--- config.mk ---
export PLATFORM = sky130hd
export DESIGN_NAME = mc_port_mux
export DESIGN_NICKNAME = d
export VERILOG_FILES = /design/src/rtl/pdes_mc_pkg.sv /design/src/rtl/rr_arbiter.sv /design/src/rtl/mc_port_mux.sv
export SDC_FILE = /design/constraint.sdc
export NUM_CORES = 1
export LEC_CHECK = 0
export CORE_AREA = 2 2 617 619
export CTS_BUF_LIST = sky130_fd_sc_hd__clkbuf_4 sky130_fd_sc_hd__clkbuf_8
export CTS_CLUSTER_DIAMETER = 30
export DETAILED_ROUTE_END_ITERATION = 16
export DIE_AREA = 0 0 619 621
export PLACE_DENSITY = 0.32
export SYNTH_ARGS = -nofsm -noshare
export SYNTH_HDL_FRONTEND = slang
export SYNTH_SLANG_ARGS = --single-unit
--- constraint.sdc ---
create_clock -name clk -period 4.15 [get_ports clk]
set_clock_uncertainty 0.2 [all_clocks]
set_input_delay 0.415 -clock clk [delete_from_list [all_inputs] [get_ports clk]]
set_output_delay 0.415 -clock clk [all_outputs]
set_load 0.01 [all_outputs]
--- src/rtl/pdes_mc_pkg.sv ---
// Shared memory-controller definitions for the PHOLD core array:
// command encodings, request/response field widths, grouped field structs
// and the position of the core-ID tag inside rtnctl.
package pdes_mc_pkg;

    localparam int MC_CMD_W  = 3;
    localparam int MC_SCMD_W = 4;
    localparam int MC_VADR_W = 48;
    localparam int MC_DATA_W = 64;
    localparam int MC_SIZE_W = 2;

    typedef enum logic [MC_CMD_W-1:0] {
        MC_CMD_IDLE = 3'd0,
        MC_CMD_RD   = 3'd1,
        MC_CMD_WR   = 3'd2
    } mc_cmd_e;

    // Request fields that travel unchanged from a core to the MC.
    typedef struct packed {
        logic [MC_CMD_W-1:0]  cmd;
        logic [MC_SCMD_W-1:0] scmd;
        logic [MC_VADR_W-1:0] vadr;
        logic [MC_SIZE_W-1:0] size;
        logic [MC_DATA_W-1:0] data;
    } mc_rq_fields_t;

    // Response fields that travel unchanged from the MC to a core.
    typedef struct packed {
        logic [MC_CMD_W-1:0]  cmd;
        logic [MC_SCMD_W-1:0] scmd;
        logic [MC_DATA_W-1:0] data;
    } mc_rs_fields_t;

    // The core-ID tag occupies the top id_w bits of an rtnctl_w-bit rtnctl.
    function automatic int core_tag_lsb(input int rtnctl_w, input int id_w);
        return rtnctl_w - id_w;
    endfunction

endpackage

--- src/rtl/rr_arbiter.sv ---
// Round-robin arbiter: grants the first requester found when searching
// upward from ptr, wrapping modulo NUM_CORES (NUM_CORES is a power of 2,
// so the wrap is the natural overflow of the index width).
module rr_arbiter #(
    parameter int NUM_CORES = 8,
    parameter int IDX_W     = $clog2(NUM_CORES)
) (
    input  logic [NUM_CORES-1:0] req,
    input  logic [IDX_W-1:0]     ptr,
    input  logic                 enable,
    output logic [NUM_CORES-1:0] grant,
    output logic [IDX_W-1:0]     grant_idx,
    output logic                 grant_vld
);

    logic [IDX_W-1:0] cand;

    // Priority search starting at ptr; the first hit wins.
    always_comb begin
        // NOTE: every output gets a default before the loop so no path leaves
        // a variable unassigned, which would otherwise infer a latch.
        grant     = '0;
        grant_idx = '0;
        grant_vld = 1'b0;
        cand      = '0;
        for (int i = 0; i < NUM_CORES; i++) begin
            cand = ptr + IDX_W'(i);
            if (enable && !grant_vld && req[cand]) begin
                grant_vld       = 1'b1;
                grant[cand]     = 1'b1;
                grant_idx       = cand;
            end
        end
    end

endmodule

--- src/rtl/mc_port_mux.sv ---
// Merges requests from NUM_CORES PHOLD cores onto a single MC port and routes
// MC responses back to the issuing core via a core-ID tag in the top rtnctl
// bits. One request register stage, one response register stage.
// Optional build macro MC_PORT_MUX_STATS_EN adds saturating 64-bit counters
// for grants, MC stall cycles and multi-requester cycles.
module mc_port_mux
    import pdes_mc_pkg::*;
#(
    parameter int NUM_CORES       = 8,
    parameter int MC_RTNCTL_WIDTH = 32,
    parameter int CORE_ID_W       = $clog2(NUM_CORES),
    parameter int CORE_RTNCTL_W   = MC_RTNCTL_WIDTH - CORE_ID_W
) (
    input  logic                             clk,
    input  logic                             reset,

    input  logic [NUM_CORES-1:0]             core_rq_vld,
    input  logic [MC_CMD_W*NUM_CORES-1:0]    core_rq_cmd,
    input  logic [MC_SCMD_W*NUM_CORES-1:0]   core_rq_scmd,
    input  logic [MC_VADR_W*NUM_CORES-1:0]   core_rq_vadr,
    input  logic [MC_SIZE_W*NUM_CORES-1:0]   core_rq_size,
    input  logic [CORE_RTNCTL_W*NUM_CORES-1:0] core_rq_rtnctl,
    input  logic [MC_DATA_W*NUM_CORES-1:0]   core_rq_data,
    output logic [NUM_CORES-1:0]             core_rq_stall,

    output logic                             mc_rq_vld,
    output logic [MC_CMD_W-1:0]              mc_rq_cmd,
    output logic [MC_SCMD_W-1:0]             mc_rq_scmd,
    output logic [MC_VADR_W-1:0]             mc_rq_vadr,
    output logic [MC_SIZE_W-1:0]             mc_rq_size,
    output logic [MC_RTNCTL_WIDTH-1:0]       mc_rq_rtnctl,
    output logic [MC_DATA_W-1:0]             mc_rq_data,
    output logic                             mc_rq_flush,
    input  logic                             mc_rq_stall,

    input  logic                             mc_rs_vld,
    input  logic [MC_CMD_W-1:0]              mc_rs_cmd,
    input  logic [MC_SCMD_W-1:0]             mc_rs_scmd,
    input  logic [MC_RTNCTL_WIDTH-1:0]       mc_rs_rtnctl,
    input  logic [MC_DATA_W-1:0]             mc_rs_data,
    output logic                             mc_rs_stall,

    output logic [NUM_CORES-1:0]             core_rs_vld,
    output logic [MC_CMD_W-1:0]              core_rs_cmd,
    output logic [MC_SCMD_W-1:0]             core_rs_scmd,
    output logic [CORE_RTNCTL_W-1:0]         core_rs_rtnctl,
    output logic [MC_DATA_W-1:0]             core_rs_data,
`ifdef MC_PORT_MUX_STATS_EN
    output logic [63:0]                      stat_grants,
    output logic [63:0]                      stat_mc_stall_cycles,
    output logic [63:0]                      stat_conflicts,
`endif
    input  logic [NUM_CORES-1:0]             core_rs_stall
);

    localparam int TAG_LSB = core_tag_lsb(MC_RTNCTL_WIDTH, CORE_ID_W);

    // ------------------------------------------------------------------
    // Request path
    // ------------------------------------------------------------------
    logic                     rq_free;
    logic [NUM_CORES-1:0]     grant;
    logic [CORE_ID_W-1:0]     grant_idx;
    logic                     grant_vld;
    logic [CORE_ID_W-1:0]     rr_ptr;
    mc_rq_fields_t            win_fields;
    logic [CORE_RTNCTL_W-1:0] win_rtnctl;
    mc_rq_fields_t            mc_rq_q;

    // The output register can accept a new entry when empty or being drained.
    assign rq_free = !mc_rq_vld || !mc_rq_stall;

    rr_arbiter #(
        .NUM_CORES (NUM_CORES),
        .IDX_W     (CORE_ID_W)
    ) u_rr_arbiter (
        .req       (core_rq_vld),
        .ptr       (rr_ptr),
        .enable    (rq_free),
        .grant     (grant),
        .grant_idx (grant_idx),
        .grant_vld (grant_vld)
    );

    // Only the granted core sees stall low; everyone is held off during reset.
    assign core_rq_stall = reset ? '1 : ~grant;

    // Pick the winning core's slice out of each packed request bus.
    always_comb begin
        win_fields.cmd  = core_rq_cmd [MC_CMD_W*grant_idx  +: MC_CMD_W];
        win_fields.scmd = core_rq_scmd[MC_SCMD_W*grant_idx +: MC_SCMD_W];
        win_fields.vadr = core_rq_vadr[MC_VADR_W*grant_idx +: MC_VADR_W];
        win_fields.size = core_rq_size[MC_SIZE_W*grant_idx +: MC_SIZE_W];
        win_fields.data = core_rq_data[MC_DATA_W*grant_idx +: MC_DATA_W];
        win_rtnctl      = core_rq_rtnctl[CORE_RTNCTL_W*grant_idx +: CORE_RTNCTL_W];
    end

    // Request register: loads the winner when free, holds while the MC stalls.
    always_ff @(posedge clk) begin
        // NOTE: state updates use non-blocking assignments so every register
        // samples the pre-edge values regardless of statement order.
        if (reset) begin
            // NOTE: the payload is reset as well as the valid because the
            // outputs are required to read zero out of reset.
            mc_rq_vld    <= 1'b0;
            mc_rq_q      <= '0;
            mc_rq_rtnctl <= '0;
            rr_ptr       <= '0;
        end else if (rq_free) begin
            mc_rq_vld <= grant_vld;
            if (grant_vld) begin
                mc_rq_q      <= win_fields;
                // Tag lands in rtnctl[TAG_LSB +: CORE_ID_W].
                mc_rq_rtnctl <= {grant_idx, win_rtnctl};
                rr_ptr       <= grant_idx + CORE_ID_W'(1);
            end
        end
    end

    assign mc_rq_cmd   = mc_rq_q.cmd;
    assign mc_rq_scmd  = mc_rq_q.scmd;
    assign mc_rq_vadr  = mc_rq_q.vadr;
    assign mc_rq_size  = mc_rq_q.size;
    assign mc_rq_data  = mc_rq_q.data;
    assign mc_rq_flush = 1'b0;

    // ------------------------------------------------------------------
    // Response path
    // ------------------------------------------------------------------
    logic                     rs_vld_q;
    logic [CORE_ID_W-1:0]     rs_dst_q;
    logic [CORE_RTNCTL_W-1:0] rs_rtnctl_q;
    mc_rs_fields_t            rs_q;
    logic                     rs_free;

    // The response register frees up once its destination core accepts it.
    assign rs_free     = !rs_vld_q || !core_rs_stall[rs_dst_q];
    assign mc_rs_stall = !reset && !rs_free;

    // Response register: captures the MC response and decodes its destination.
    always_ff @(posedge clk) begin
        if (reset) begin
            rs_vld_q    <= 1'b0;
            rs_dst_q    <= '0;
            rs_rtnctl_q <= '0;
            rs_q        <= '0;
        end else if (rs_free) begin
            rs_vld_q <= mc_rs_vld;
            if (mc_rs_vld) begin
                rs_dst_q    <= mc_rs_rtnctl[TAG_LSB +: CORE_ID_W];
                rs_rtnctl_q <= mc_rs_rtnctl[CORE_RTNCTL_W-1:0];
                rs_q        <= '{cmd: mc_rs_cmd, scmd: mc_rs_scmd, data: mc_rs_data};
            end
        end
    end

    // One-hot valid toward the destination core; payload is broadcast.
    always_comb begin
        core_rs_vld = '0;
        if (rs_vld_q) begin
            core_rs_vld[rs_dst_q] = 1'b1;
        end
    end

    assign core_rs_cmd    = rs_q.cmd;
    assign core_rs_scmd   = rs_q.scmd;
    assign core_rs_data   = rs_q.data;
    assign core_rs_rtnctl = rs_rtnctl_q;

`ifdef MC_PORT_MUX_STATS_EN
    // ------------------------------------------------------------------
    // Statistics
    // ------------------------------------------------------------------
    logic multi_req;

    function automatic logic [63:0] sat_inc(input logic [63:0] v);
        return (&v) ? v : v + 64'd1;
    endfunction

    // More than one requester: clearing the lowest set bit leaves something.
    assign multi_req = (core_rq_vld & (core_rq_vld - NUM_CORES'(1))) != '0;

    // Saturating event counters.
    always_ff @(posedge clk) begin
        if (reset) begin
            stat_grants          <= '0;
            stat_mc_stall_cycles <= '0;
            stat_conflicts       <= '0;
        end else begin
            if (grant_vld) begin
                stat_grants <= sat_inc(stat_grants);
            end
            if (mc_rq_vld && mc_rq_stall) begin
                stat_mc_stall_cycles <= sat_inc(stat_mc_stall_cycles);
            end
            if (multi_req && rq_free) begin
                stat_conflicts <= sat_inc(stat_conflicts);
            end
        end
    end
`endif

endmodule
### Word level (Yosys, flattened, before mapping)

Index checks and enable logic that the tools add are counted.
W data, S select, Z words.

* register bits: 261
* input port bits: 1323
* output and inout port bits: 272
* logic and storage cells: 161

* add/sub/neg operators: 8
* multipliers: 3
* magnitude comparators: 18
* shift-type cells: 6
* muxes and demuxes: 62
* bitwise operators: 8
* reductions and logical operators: 42

Operator list (number)
* $shiftx A512 B10 Y64: 1
* $shiftx A384 B10 Y48: 1
* $shiftx A232 B9 Y29: 1
* $mux W8: 10
* $or A8 B8 Y8: 7
* $lt A3 B4 Y1 const B: 9
* $shiftx A32 B6 Y4: 1
* $bmux W1 S3: 9
* $demux W1 S3: 9
* $ge A3 B1 Y1 const B: 9
* $mux W1: 26
* $logic_and A1 B1 Y1: 25
* $mux W3: 8
* $shiftx A24 B6 Y3: 1
* $shiftx A16 B5 Y2: 1
* $logic_not A1 Y1: 13
* $add A3 B3 Y3 const B: 4
* $mul A2 B3 Y5 const A: 2
* $mul A5 B3 Y8 const A: 1
* $not A8 Y8: 1
* $add A3 B1 Y3 const B: 2
* $add A3 B2 Y3 const B: 2
* $reduce_and A2 Y1: 2
* $logic_or A1 B1 Y1: 2

### Longest topological paths before layout

Gate-level depths: netlist (run 1).

* depth in word-level cells: 34
* gate-level depth with buffers: 18
* gate-level depth less buffers: 11

### By module

Synthesis (run 1) repeated with hierarchy kept, for this count alone.

* cells, all modules: 1960
* area, all modules: 20757.4 µm²

Modules (own cells, without submodules)
* mc_port_mux: times used 1, cells an instance 1824, area each 19541.2 µm², seq. area each 5225.0 µm²
* rr_arbiter: times used 1, cells an instance 136, area each 1216.2 µm², seq. area each 0.0 µm²

### Least setup slack after synthesis (run 1)

Ideal clock, no wire load.

* path type: flip-flop to flip-flop
* start point: reg rr_ptr[1]
* end point: reg mc_rq_q (netlist bit mc_rq_vadr[25])
* library setup time: 0.120 ns
* data arrival time: 4.043 ns
* required time: 3.830 ns
* setup slack: -0.213 ns
* cell stages (with the launch flop): 17
* buffers on the path: 5
* period minus slack after synthesis: 4.363 ns
* path through: dfxtp_1 > buf_4 > buf_2 > inv_1 > ha_1 > buf_6 > mux4_2 > or2_0 > a32o_2 > a211oi_4 > o21ai_1 > a221oi_4 > nor2_4 > buf_6 > buf_4 > mux2i_1 > a211o_1

* longest elaborated chain between the ends: 34
* elaborated cells on any way between the ends: 64
* those cells by class: add/sub (7); mul (1); shift (1); mux (32); reduce/logical (23)

Ends and longest elaborated chain
* start, declared: line mc_port_mux.sv:65 `logic [CORE_ID_W-1:0] rr_ptr;`
* start signal, assigned: line mc_port_mux.sv:115 `rr_ptr <= grant_idx + CORE_ID_W'(1);`
* branches (longest 34 deep; another with $add A3 B1 Y3)
* end signal, assigned: line mc_port_mux.sv:112 `mc_rq_q <= win_fields;`
* end, declared: line mc_port_mux.sv:68 `mc_rq_fields_t mc_rq_q;`

Several ways; the timed one is not identified. The select of a mux whose other input is x is not followed.
A chain may end at the register's enable or synchronous reset.

### Worst setup path after layout (run 1)

* start point: reg rr_ptr[1]
* end point: out core_rq_stall[0]

* longest elaborated chain between the ends: 34
* elaborated cells on any way between the ends: 109
* those cells by class: add/sub (7); order compare (16); mux (48); bitwise (8); reduce/logical (30)

Ends and longest elaborated chain
* branches (longest 31 deep; another with $lt A3 B4 Y1)
* $mux W8 *: line rr_arbiter.sv:28 `if (enable && !grant_vld && req[cand]) begin`
* $not A8 Y8 *: line mc_port_mux.sv:86 `assign core_rq_stall = reset ? '1 : ~grant;`
* $mux W8 *: line mc_port_mux.sv:86
* end, declared: line mc_port_mux.sv:24 `output logic [NUM_CORES-1:0] core_rq_stall,`

Every way passes the cells marked *. The select of a mux whose other input is x is not followed.

==> run_results.csv, run 1 <==
group,metric,value,unit
status,status,"complete, but fails checks",
status,violations,"setup timing",
setup_path,r2r_end,"mc_rq_vadr[11]",
setup_path,cp-start-kind,"flop",
setup_path,path_delay_family,"compound AO/OA/AOI/OAI gates",
synthesis,ys_ff_latch,261,
setup_path,worstPathCellList,"inv_2, ha_4, mux4_2, or2_0, a32o_2, a21oi_4, nand3_4, buf_6, o32ai_4, mux2i_1, nand2_1, o211ai_1, buf_2",
setup_path,cp.depth,13,
setup_path,critPathBufInv,3,
cts,cts.clk_slew.worst_paths,40,ps
setup_path,cp-startpoint,"rr_ptr[1]",
grt,grt_util_met1,14.6,%
place,gp_congestion,0.884,
worst_hold_path,min_path_cells,3,
drt,dr.pass1.iters,5,
setup_path,cp.arrival,3860,ps
grt,grt_max_degree,62,
synthesis,synth_area,19800,um^2
sta,fmax,0.224,GHz
cts,clockBufferDepth,4,
drt,ant_nets,0,
grt,gr-max-usage-layer,"met2",
final_layout,layout-drive-gt1-share,16.5,%
cts,cts_root_buf,"clkbuf_8",
synthesis,syn-num-nets,3812,
cts,cts.sinks,261,
floorplanning,die_area,384000,um^2
synthesis,synth_common_cells,"681 x nand2_1, 615 x mux2i_1, 263 x a21oi_1",
sta,min_period,4470,ps
setup_path,critPathMaxFanout,4,
synthesis,synthAdderAreaFrac,0.379,%
place,pre_cts_ws,-827,ps
cts,h-tree-depth,3,
synthesis,synth_compound_area_share,19.7,%
sta,drv_slew,0,
synthesis,synth_largest_area_cell,"mux2i_1",
place,portBuffers,1593,
final_layout,area_delta_synth_final,178,%
pwr,finalPower,0.0488,W
final_layout,fin_nets,6257,
synthesis,async_reset_ff_share,0,%
grt,gr-usage-met3,3.81,%
pwr,p_per_area,886,nW/um^2
grt,grt_use_total,13.5,%
worst_hold_path,worstHoldPathType,"in -> reg",
drt,drcViolationCount,0,
grt,grt_pass1_wl,341000,um
synthesis,synth-xor-area-share,0.177,%
setup_path,crit_required,3530,ps
floorplanning,die_w,619,um
cts,cts_tree,"built",
setup_path,critPathKind,"reg -> out",
floorplanning,rows,226,
synthesis,yosys-top-cells-area,"mux2i_1 31%, dfxtp_1 26%, nand2_1 13%",
sta,setup_ws,-324,ps
drt,post_drt_wl_per_cell,27.0,um
floorplanning,die_y,621,um
synthesis,synth_top_cell_area_share,31.0,%
synthesis,ys.flop_type,"dfxtp_1",
setup_path,crit_path_top_delay_cell,"mux4_2",
cts,numCtsBuffers,124,
synthesis,synthMuxAreaShare,33.0,%
sta,setup_violations,160,
floorplanning,ios,1595,
drt,viasPerCell,2.97,
drt,vias,29916,
job,maxCapViolCount,0,
synthesis,avgSynthCellArea,7.99,um^2
grt,antenna_found_initial,86,
sta,finalHoldViolCount,0,
grt,grt_use_met2,25.6,%
synthesis,synth.most_common_cell,"nand2_1",
cts,clock_latency,930,ps
setup_path,rr_worst_depth,17,
pwr,p_leak,22.3,nW
synthesis,ys_warn_count,0,
drt,drt_iter0_markers,1386,
sta,min_period_over_period,108,%
pwr,vdd_ir_drop_max,718,uV
final_layout,n_fill_cell,43170,
setup_path,cp-end-kind,"output port",
sta,worstMarginPinSlew,1130,ps
setup_path,endpoint,"core_rq_stall[0]",
grt,grt_pass1_vias,32764,
synthesis,yosys.cell_types.count,66,
synthesis,synth-simple-area-share,14.5,%
setup_path,cp_slowest_stage_delay,530,ps
setup_path,rrSetupSlack,-310,ps
floorplanning,initial_core_util,5.25,%
sta,max_slew_margin,24.2,%
drt,routed_wl,272000,um
sta,rsz0062_at_grt,"true",
setup_path,reg2reg_from,"rr_ptr[1]",
grt,gr-total-overflow,0,
place,hpwl,227000,um
synthesis,synth_top_family_by_area,"multiplexers",
floorplanning,coreArea,378000,um^2
synthesis,syn_inst,2483,
synthesis,yosysSeqAreaShare,26.3,%
synthesis,synth_edf_count,0,
-- worst register-to-register path, delay by kind of cell, from the launching register on --
kind | cells | cell delay (ps)
adder cells (fa/ha/maj) | 1 | 280
multiplexers | 2 | 1110
flip-flops | 1 | 330
buffers and inverters | 7 | 970
AO/OA/AOI/OAI | 5 | 1220
AND/OR/NAND/NOR | 2 | 320
-- power by group --
group	switching (W)	internal (W)	leakage (nW)	total, W
registers	0.000514	0.00329	2.16	0.00381
logic	0.0197	0.0190	18.6	0.0387
clock network	0.00221	0.00404	1.46	0.00626
total	0.0225	0.0263	22.3	0.0488
-- flip-flops by register name, summed over array words and instances, names as in the netlist --
signal,flops
core_rs_data,64
mc_rq_data,64
mc_rq_vadr,48
mc_rq_rtnctl,32
core_rs_rtnctl,29
core_rs_scmd,4
mc_rq_scmd,4
core_rs_cmd,3
mc_rq_cmd,3
rr_ptr,3
rs_dst_q,3
mc_rq_size,2
mc_rq_vld,1
rs_vld_q,1
-- through the flow --
step | util [%] | hold WS, ps | TNS, ps | instances | cell area, um^2
floorplan | - | 279 | 0 | 2483 | 19900
global placement | 11.7 | 244 | -46200 | 9223 | 44300
detailed placement | 11.7 | 250 | -47190 | 9223 | 44300
CTS | 14.3 | 0.187 | -31980 | 10015 | 54200
global route | 14.6 | 2.80 | -50270 | 10067 | 55000
finish | 14.6 | 108 | -23900 | 10079 | 55000
-- what timing repair did --
action / CTS / global route
pin swaps: 64 / 65
endpoints found under the setup margin: 114 / 160
gates resized for setup: 269 / 113
setup buffers: 65 / 30
hold buffers: 479 / 0
endpoints found under the hold margin: 226 / 0
gates cloned: 25 / 11
-- cell type report --
class                      instances  area (um^2)  area share [%]
antenna                           34         85.1           0.155
clock buffer                     198         2520            4.58
clock inverter                    29          295           0.536
inverter                           6         25.0          0.0455
multi-input combinational       2003        14200            25.8
sequential                       261         5230            9.50
tap                             5016         6280            11.4
timing repair buffer            2532        26400            48.0
-- cell usage in the layout, fill, tap and decap left out, drive strengths merged, types with 8 or more instances in the layout --
master,synthesis,routed
clkdlybuf4s50,0,1584
nand2,681,681
mux2i,615,615
dlygate4sd3,0,479
buf,120,452
a21oi,264,264
dfxtp,261,261
clkbuf,93,208
o21ai,158,158
a211o,150,150
diode,0,34
nor2,24,24
mux4,13,13
clkinvlp,0,11
clkinv,1,10
inv,5,10
mux2,8,8
-- cells by family (layout without fill, tap and decap cells) --
kind of cell | after synthesis | in the layout
multiplexers | 636 | 636
AO/OA/AOI/OAI | 618 | 618
flip-flops | 261 | 261
adder cells (fa/ha/maj) | 6 | 6
buffers and inverters | 219 | 2765
other | 1 | 35
AND/OR/NAND/NOR | 738 | 738
XOR/XNOR | 4 | 4
-- per-layer routing --
| metal | part of all wire (%) | wire [um] |
|---|---|---|
| met5 | 0.034 | 93 |
| met1 | 38 | 103000 |
| met2 | 53 | 144000 |
| met3 | 6.5 | 17600 |
| met4 | 2.5 | 6770 |
-- how the worst min path moves through the flow --
stage | start | to | slack, ps
6_report | mc_rs_rtnctl[25] | core_rs_rtnctl[25] | 110
5_1_grt | mc_rs_rtnctl[25] | core_rs_rtnctl[25] | 3
4_1_cts | core_rq_vadr[332] | mc_rq_vadr[44] | 0.2
3_5_place_dp | core_rs_data[37] | core_rs_data[37] | 250
3_3_place_gp | core_rs_scmd[0] | core_rs_scmd[0] | 240
2_1_floorplan | rs_dst_q[2] | rs_dst_q[2] | 280
No activity file was read; power rests on OpenSTA's default activity.
==> inputs of run 2 (changes only) <==
- PLACE_DENSITY: 0.32 -> default
==> run 2 against run 1 <==
  * Sequential share of layout area decreased by 0.15 points
  * Global-route usage increased by 1.2 points
  * Non-clock buffer count decreased by 24
  * Combinational power increased by 5.7%
  * Core utilization increased by 0.23 points
  * Flip-flop and latch count unchanged
  * Clock-buffer cell count decreased by 42
  * The run still ends with setup timing left
  * Highest routed layer unchanged
  * Sequential power decreased by 2%
==> run_results.csv, run 2 (synthesis results as in run 1) <==
group,metric,value,unit
final_layout,fin_area,55900,um^2
sta,setup_violations,160,
setup_path,crit_required,3530,ps
sta,min_period_over_period,116,%
final_layout,fin_cells,10059,
floorplanning,die_y,621,um
pwr,vdd_ir_drop_max,596,uV
final_layout,final_common_cell,"clkdlybuf4s50_1",
setup_path,cp-end-kind,"output port",
setup_path,cp-start-kind,"flop",
place,hpwl,246000,um
place,dp.cells,9187,
final_layout,area_delta_synth_final,182,%
sta,worstMarginPinSlew,1280,ps
setup_path,cp.arrival,4180,ps
job,maxCapViolCount,0,
sta,fmax,0.208,GHz
grt,gr-total-overflow,0,
setup_path,rr_worst_depth,19,
cts,clock_latency,940,ps
drt,drt_iter0_markers,2315,
cts,clockBufferDepth,4,
grt,grt_pass1_wl,360000,um
drt,ant_nets,0,
worst_hold_path,hold_path_end,"mc_rq_data[26]",
sta,setup_ws,-649,ps
place,pre_cts_ws,-831,ps
sta,drv_slew,0,
status,violations,"setup timing",
cts,cts.clk_slew.worst_paths,50,ps
floorplanning,coreArea,378000,um^2
cts,cts_tree,"built",
final_layout,layout-drive-gt1-share,19.3,%
cts,numCtsBuffers,118,
setup_path,rrSetupSlack,-370,ps
final_layout,final_cell_mix,"1,577 x clkdlybuf4s50_1, 677 x nand2_1, 570 x mux2i_1",
place,placed_cell_area,44100,um^2
status,status,"complete, but fails checks",
grt,grt_use_total,14.7,%
place,gp_congestion,0.952,
grt,antenna_found_initial,191,
floorplanning,die_w,619,um
sta,tns,-44150,ps
sta,max_slew_margin,14.7,%
grt,grt_max_degree,51,
setup_path,r2r_end,"mc_rq_vadr[36]",
setup_path,crit_path_top_delay_cell,"mux4_2",
cts,h-tree-depth,3,
worst_hold_path,worstHoldPathType,"in -> reg",
setup_path,cp_slowest_stage_delay,520,ps
drt,dr.pass1.iters,6,
drt,routed_wl,298000,um
drt,viasPerCell,3.09,
drt,post_drt_wl_per_cell,29.6,um
setup_path,worstPathCellList,"inv_2, ha_4, mux4_2, or2_0, a32o_2, a21oi_4, nand3_4, buf_6, o21ai_2, mux2i_2, mux2i_1, nand2_1, buf_12, buf_8",
floorplanning,die_area,384000,um^2
setup_path,critPathKind,"reg -> out",
floorplanning,ios,1595,
pwr,p_leak,22.4,nW
drt,drcViolationCount,0,
setup_path,reg2reg_from,"rr_ptr[1]",
pwr,p_per_area,914,nW/um^2
floorplanning,rows,226,
sta,min_period,4800,ps
worst_hold_path,worstHoldStart,"core_rq_data[218]",
sta,holdWs,107,ps
worst_hold_path,min_path_cells,4,
cts,cts.sinks,261,
sta,rsz0062_at_grt,"true",
floorplanning,initial_core_util,5.25,%
drt,vias,31131,
sta,finalHoldViolCount,0,
cts,cts_root_buf,"clkbuf_8",
setup_path,critPathMaxFanout,4,
final_layout,fin_nets,6227,
place,portBuffers,1593,
grt,grt_pass1_vias,31227,
run 2: cell count changes in the layout (fill, tap and decap cells not counted), moves of 17 or more:
cell,previous run,this run
dlygate4sd3_1,479,456
a21oi_1,241,179
o21ai_1,60,37
buf_12,80,99
o21ai_0,85,26
a21oi_2,17,62
diode_2,34,64
clkbuf_8,165,137
buf_4,260,225
o21ai_2,9,92
a21oi_4,6,23
run 2: per-layer routing:
layer,part of all wire (%),global-route usage [%],vias up
met5,0.15,0,-
met3,12,6.36,519
li1,-,-,13842
met4,3.3,4.52,62
met1,39,17.2,14941
met2,46,24.0,1767
run 2: repair_timing:
| item | 4_1_cts | 5_1_grt |
|---|---|---|
| endpoints found under the hold margin | 195 | 0 |
| buffers inserted | 92 | 48 |
| resized for setup | 363 | 272 |
| hold buffers | 456 | 0 |
| pin swaps | 118 | 140 |
| endpoints found under the setup margin | 158 | 161 |
| gates cloned | 43 | 12 |
run 2: where the power goes:
group / total (W) / switching [W] / internal, W
Clock: 0.00645 / 0.00221 / 0.00424
Combinational: 0.0409 / 0.0214 / 0.0195
Sequential: 0.00375 / 0.000461 / 0.00329
Total: 0.0511 / 0.0241 / 0.0270
run 2: layout make-up:
| cell class | count | area, um^2 |
|---|---|---|
| fill | 42708 | 322000 |
| timing repair buffer | 2508 | 26700 |
| multi-input combinational | 2003 | 14800 |
| tap | 5016 | 6280 |
| sequential | 261 | 5230 |
| clock buffer | 156 | 2020 |
| clock inverter | 45 | 722 |
| antenna | 64 | 160 |
| inverter | 6 | 25.0 |
run 2: worst max-delay path: cells and delay by family, from the launching register on:
kind | cells | cell delay [ps]
adders and majority gates | 1 | 300
AOI/OAI and AO/OA | 3 | 790
buffers and inverters | 4 | 530
DFF | 1 | 340
muxes | 3 | 800
and+or+nand+nor | 3 | 460
run 2: through the flow:
stage	power (W)	utilization, %
2_1_floorplan	0.0193	-
3_3_place_gp	0.0358	11.7
3_5_place_dp	0.0359	11.7
4_1_cts	0.0506	14.5
5_1_grt	0.0536	14.8
6_report	0.0511	14.8
run 2: how the worst max path moves through the flow:
stage                         startpoint          endpoint  slack (ps)
after global placement    core_rq_vld[1]    mc_rq_vadr[26]        -930
final                          rr_ptr[1]  core_rq_stall[6]        -650
after floorplan                rr_ptr[1]    mc_rq_vadr[25]          40
after CTS                      rr_ptr[0]  core_rq_stall[6]        -750
after global routing           rr_ptr[1]  core_rq_stall[6]        -810
after detailed placement  core_rq_vld[1]  mc_rq_rtnctl[18]        -830
==> edit: new RTL, config.mk and constraints of run 2 <==
The option `MC_PORT_MUX_STATS_EN` is turned on by a define.
--- a/src/rtl/mc_port_mux.sv
+++ b/src/rtl/mc_port_mux.sv
@@ -3,6 +3,8 @@
 // bits. One request register stage, one response register stage.
 // Optional build macro MC_PORT_MUX_STATS_EN adds saturating 64-bit counters
 // for grants, MC stall cycles and multi-requester cycles.
+`define MC_PORT_MUX_STATS_EN
+
 module mc_port_mux
     import pdes_mc_pkg::*;
 #(
New outputs: stat_conflicts, stat_grants and stat_mc_stall_cycles. Function: not settled (the Yosys comparison gave no result); the edit may change what the design does.
==> edit against run 2 <==
Largest power group unchanged; critical path depth grew 1; final area rose by 23%; die area stayed put; synthesized area grew 44%; sequential cell count grew 192; setup slack worse by 0.078 ns; total power rose by 29%; count of clock-buffer cells in the layout rose by 93; wire length increased by 22%; the run still ends with negative setup slack left.
==> edit: results (changes against run 2) <==
run_status:
  status: "finished, violations left"
  violations: "negative setup slack"
logic_synthesis:
  yosysSeqAreaShare_pct: 31.70  # +5.4 points
  syn_area_per_cell_um2: 8.081  # +1.2%
  async_flop_share_pct: 0  # unchanged
  synth_common_cells: "nand2_1 (659), dfxtp_1 (453), a21oi_1 (337)"
  yosys_warnings: 0  # unchanged
  syn_nets: 4872  # +28%
  synth_area_leaders: "dfxtp_1 (32%), nand2_1 (8.6%), a21oi_1 (5.9%), mux2i_1 (5.8%), mux4_2 (5.6%)"
  synth.distinct_cells: 75  # +14%
  synth_ff_type: "dfxtp_1"
global_route:
  first_global_vias: 40840  # +31%
  antenna_found_initial: 249  # +30%
  grtUsageMet1_pct: 18.75  # +1.5 points
  grt_max_degree: 138  # +170%
  grt_pass1_wl_um: 445500  # +24%
  use_met3_pct: 5.854  # -0.51 points
  grt_use_met2_pct: 31.55  # +7.5 points
  grt_usage_pct: 17.89  # +3.2 points
power_and_ir_drop:
  internal_power_uw: 35480  # +31%
  leakage_uw: 0.02534  # +13%
  ir_drop_v: 0.0006748  # +13%
placed_design:
  gp_congestion: 1.096  # +15%
  post-place-cells: 10460  # +14%
  dp_slack_ns: -1.296  # -0.4642 ns
  portBuffers: 1785  # +12%
  hpwl_um: 308400  # +25%
worst_hold_path:
  min_from: "core_rq_rtnctl[0]"
  min_path_type: "input pin to flip-flop"
  min_delay_worst_endpoint: "mc_rq_rtnctl[0]"
  min_path_cells: 4  # unchanged
detailed_routing:
  num_vias: 41820  # +34%
  wirelength_um: 364500  # +22%
  initialDrtViolationCount: 3491  # +51%
setup_path:
  cpMaxStageDelayCell: "mux4_2"
  startpoint: "rr_ptr[0]"
  r2r-end: "mc_rq_vadr[15]"
  reg2reg_from: "rr_ptr[0]"
  r2r_slack_ns: -0.62  # -0.25 ns
  cp_max_fo: 4  # unchanged
  path_delay_family: "multiplexers"
  r2r_cells: 21  # +2
timing:
  worst_pin_slew_ns: 1.015  # -0.2606 ns
  finalSetupViolations: 177  # +11%
  setup_ws_ns: -0.7271  # -0.07787 ns
  holdWs_ns: 0.1265  # +0.01914 ns
clocking:
  clkLatencyLatePin_ns: 0.95
  cts_max_level: 4  # +1
  clockBufferDepth: 4  # unchanged
  clk_pin_slew_ns: 0.05  # about the same
  numCtsBuffers: 166  # +41%
  root_buffer: "clkbuf_8"
layout:
  final_cells: 11380  # +13%
  layout-drive-gt1-share_pct: 22.34  # +3.1 points
  fin_nets: 7390  # +19%
==> edit: layer usage <==
layer	up-vias	share of wire (%)
met4	56	6.1
met2	2426	50
met3	757	8.8
met5	-	0.10
met1	20180	35
li1	18400	-
==> edit: through the flow <==
| stage | setup TNS (ns) | instance area, µm² |
|---|---|---|
| 4_1_cts | -76.13 | 66100 |
| 6_report | -79.31 | 68830 |
| 3_5_place_dp | -118.71 | 56150 |
| 5_1_grt | -101.21 | 68700 |
| 2_1_floorplan | 0 | 29090 |
| 3_3_place_gp | -118.54 | 56140 |
==> edit: worst max path at each step <==
stage | endpoint | slack [ns] | depth (start not counted)
2_1_floorplan | mc_rq_cmd[0] | 0.02 | 16
3_3_place_gp | core_rq_stall[3] | -1.28 | 13
3_5_place_dp | core_rq_stall[0] | -1.30 | 12
4_1_cts | core_rq_stall[5] | -0.87 | 15
5_1_grt | core_rq_stall[1] | -0.94 | 15
6_report | core_rq_stall[1] | -0.73 | 15
==> edit: worst min-delay path: cells and delay by family <==
kind	cells	cell delay, ns
buffers and inverters	1	0.50
AO/OA/AOI/OAI	3	0.34
==> edit: cell type report <==
type | count | area, µm²
timing repair buffer | 2671 | 28180
antenna | 183 | 457.9
clock buffer | 249 | 3158
clock inverter | 38 | 461.7
tap | 5016 | 6276
multi-input combinational | 2723 | 21060
inverter | 43 | 163.9
sequential | 453 | 9074
fill | 42310 | 308900
==> edit: kinds of logic (layout without fill, tap and decap cells) <==
family	Yosys count	in the layout	synth area share [%]
DFF	453	453	31.70
buffers and inverters	364	3001	5.218
xor gates and xnor gates	158	158	4.838
and+or+nand+nor	1439	1439	23.73
other	1	184	0.01311
AOI/OAI and AO/OA	875	875	22.54
adders and majority gates	11	11	0.4636
muxes	239	239	11.49
==> edit: timing repair <==
| action | in CTS | in global routing |
|---|---|---|
| gates cloned | 24 | 19 |
| endpoints found under the hold margin | 257 | 0 |
| gates resized for setup | 420 | 274 |
| hold buffers | 300 | 0 |
| pin swaps | 122 | 118 |
| setup endpoints to repair | 170 | 220 |
| setup buffers | 77 | 50 |
==> edit: power by group through the flow <==
stage / logic, µW / registers [µW] / clock network (µW)
after floorplan: 17700 / 5960 / 0
after global placement: 37700 / 5940 / 0
after detailed placement: 37700 / 5950 / 0
after CTS: 46600 / 5890 / 8760
after global routing: 53900 / 5930 / 8980
final: 51600 / 5870 / 8490
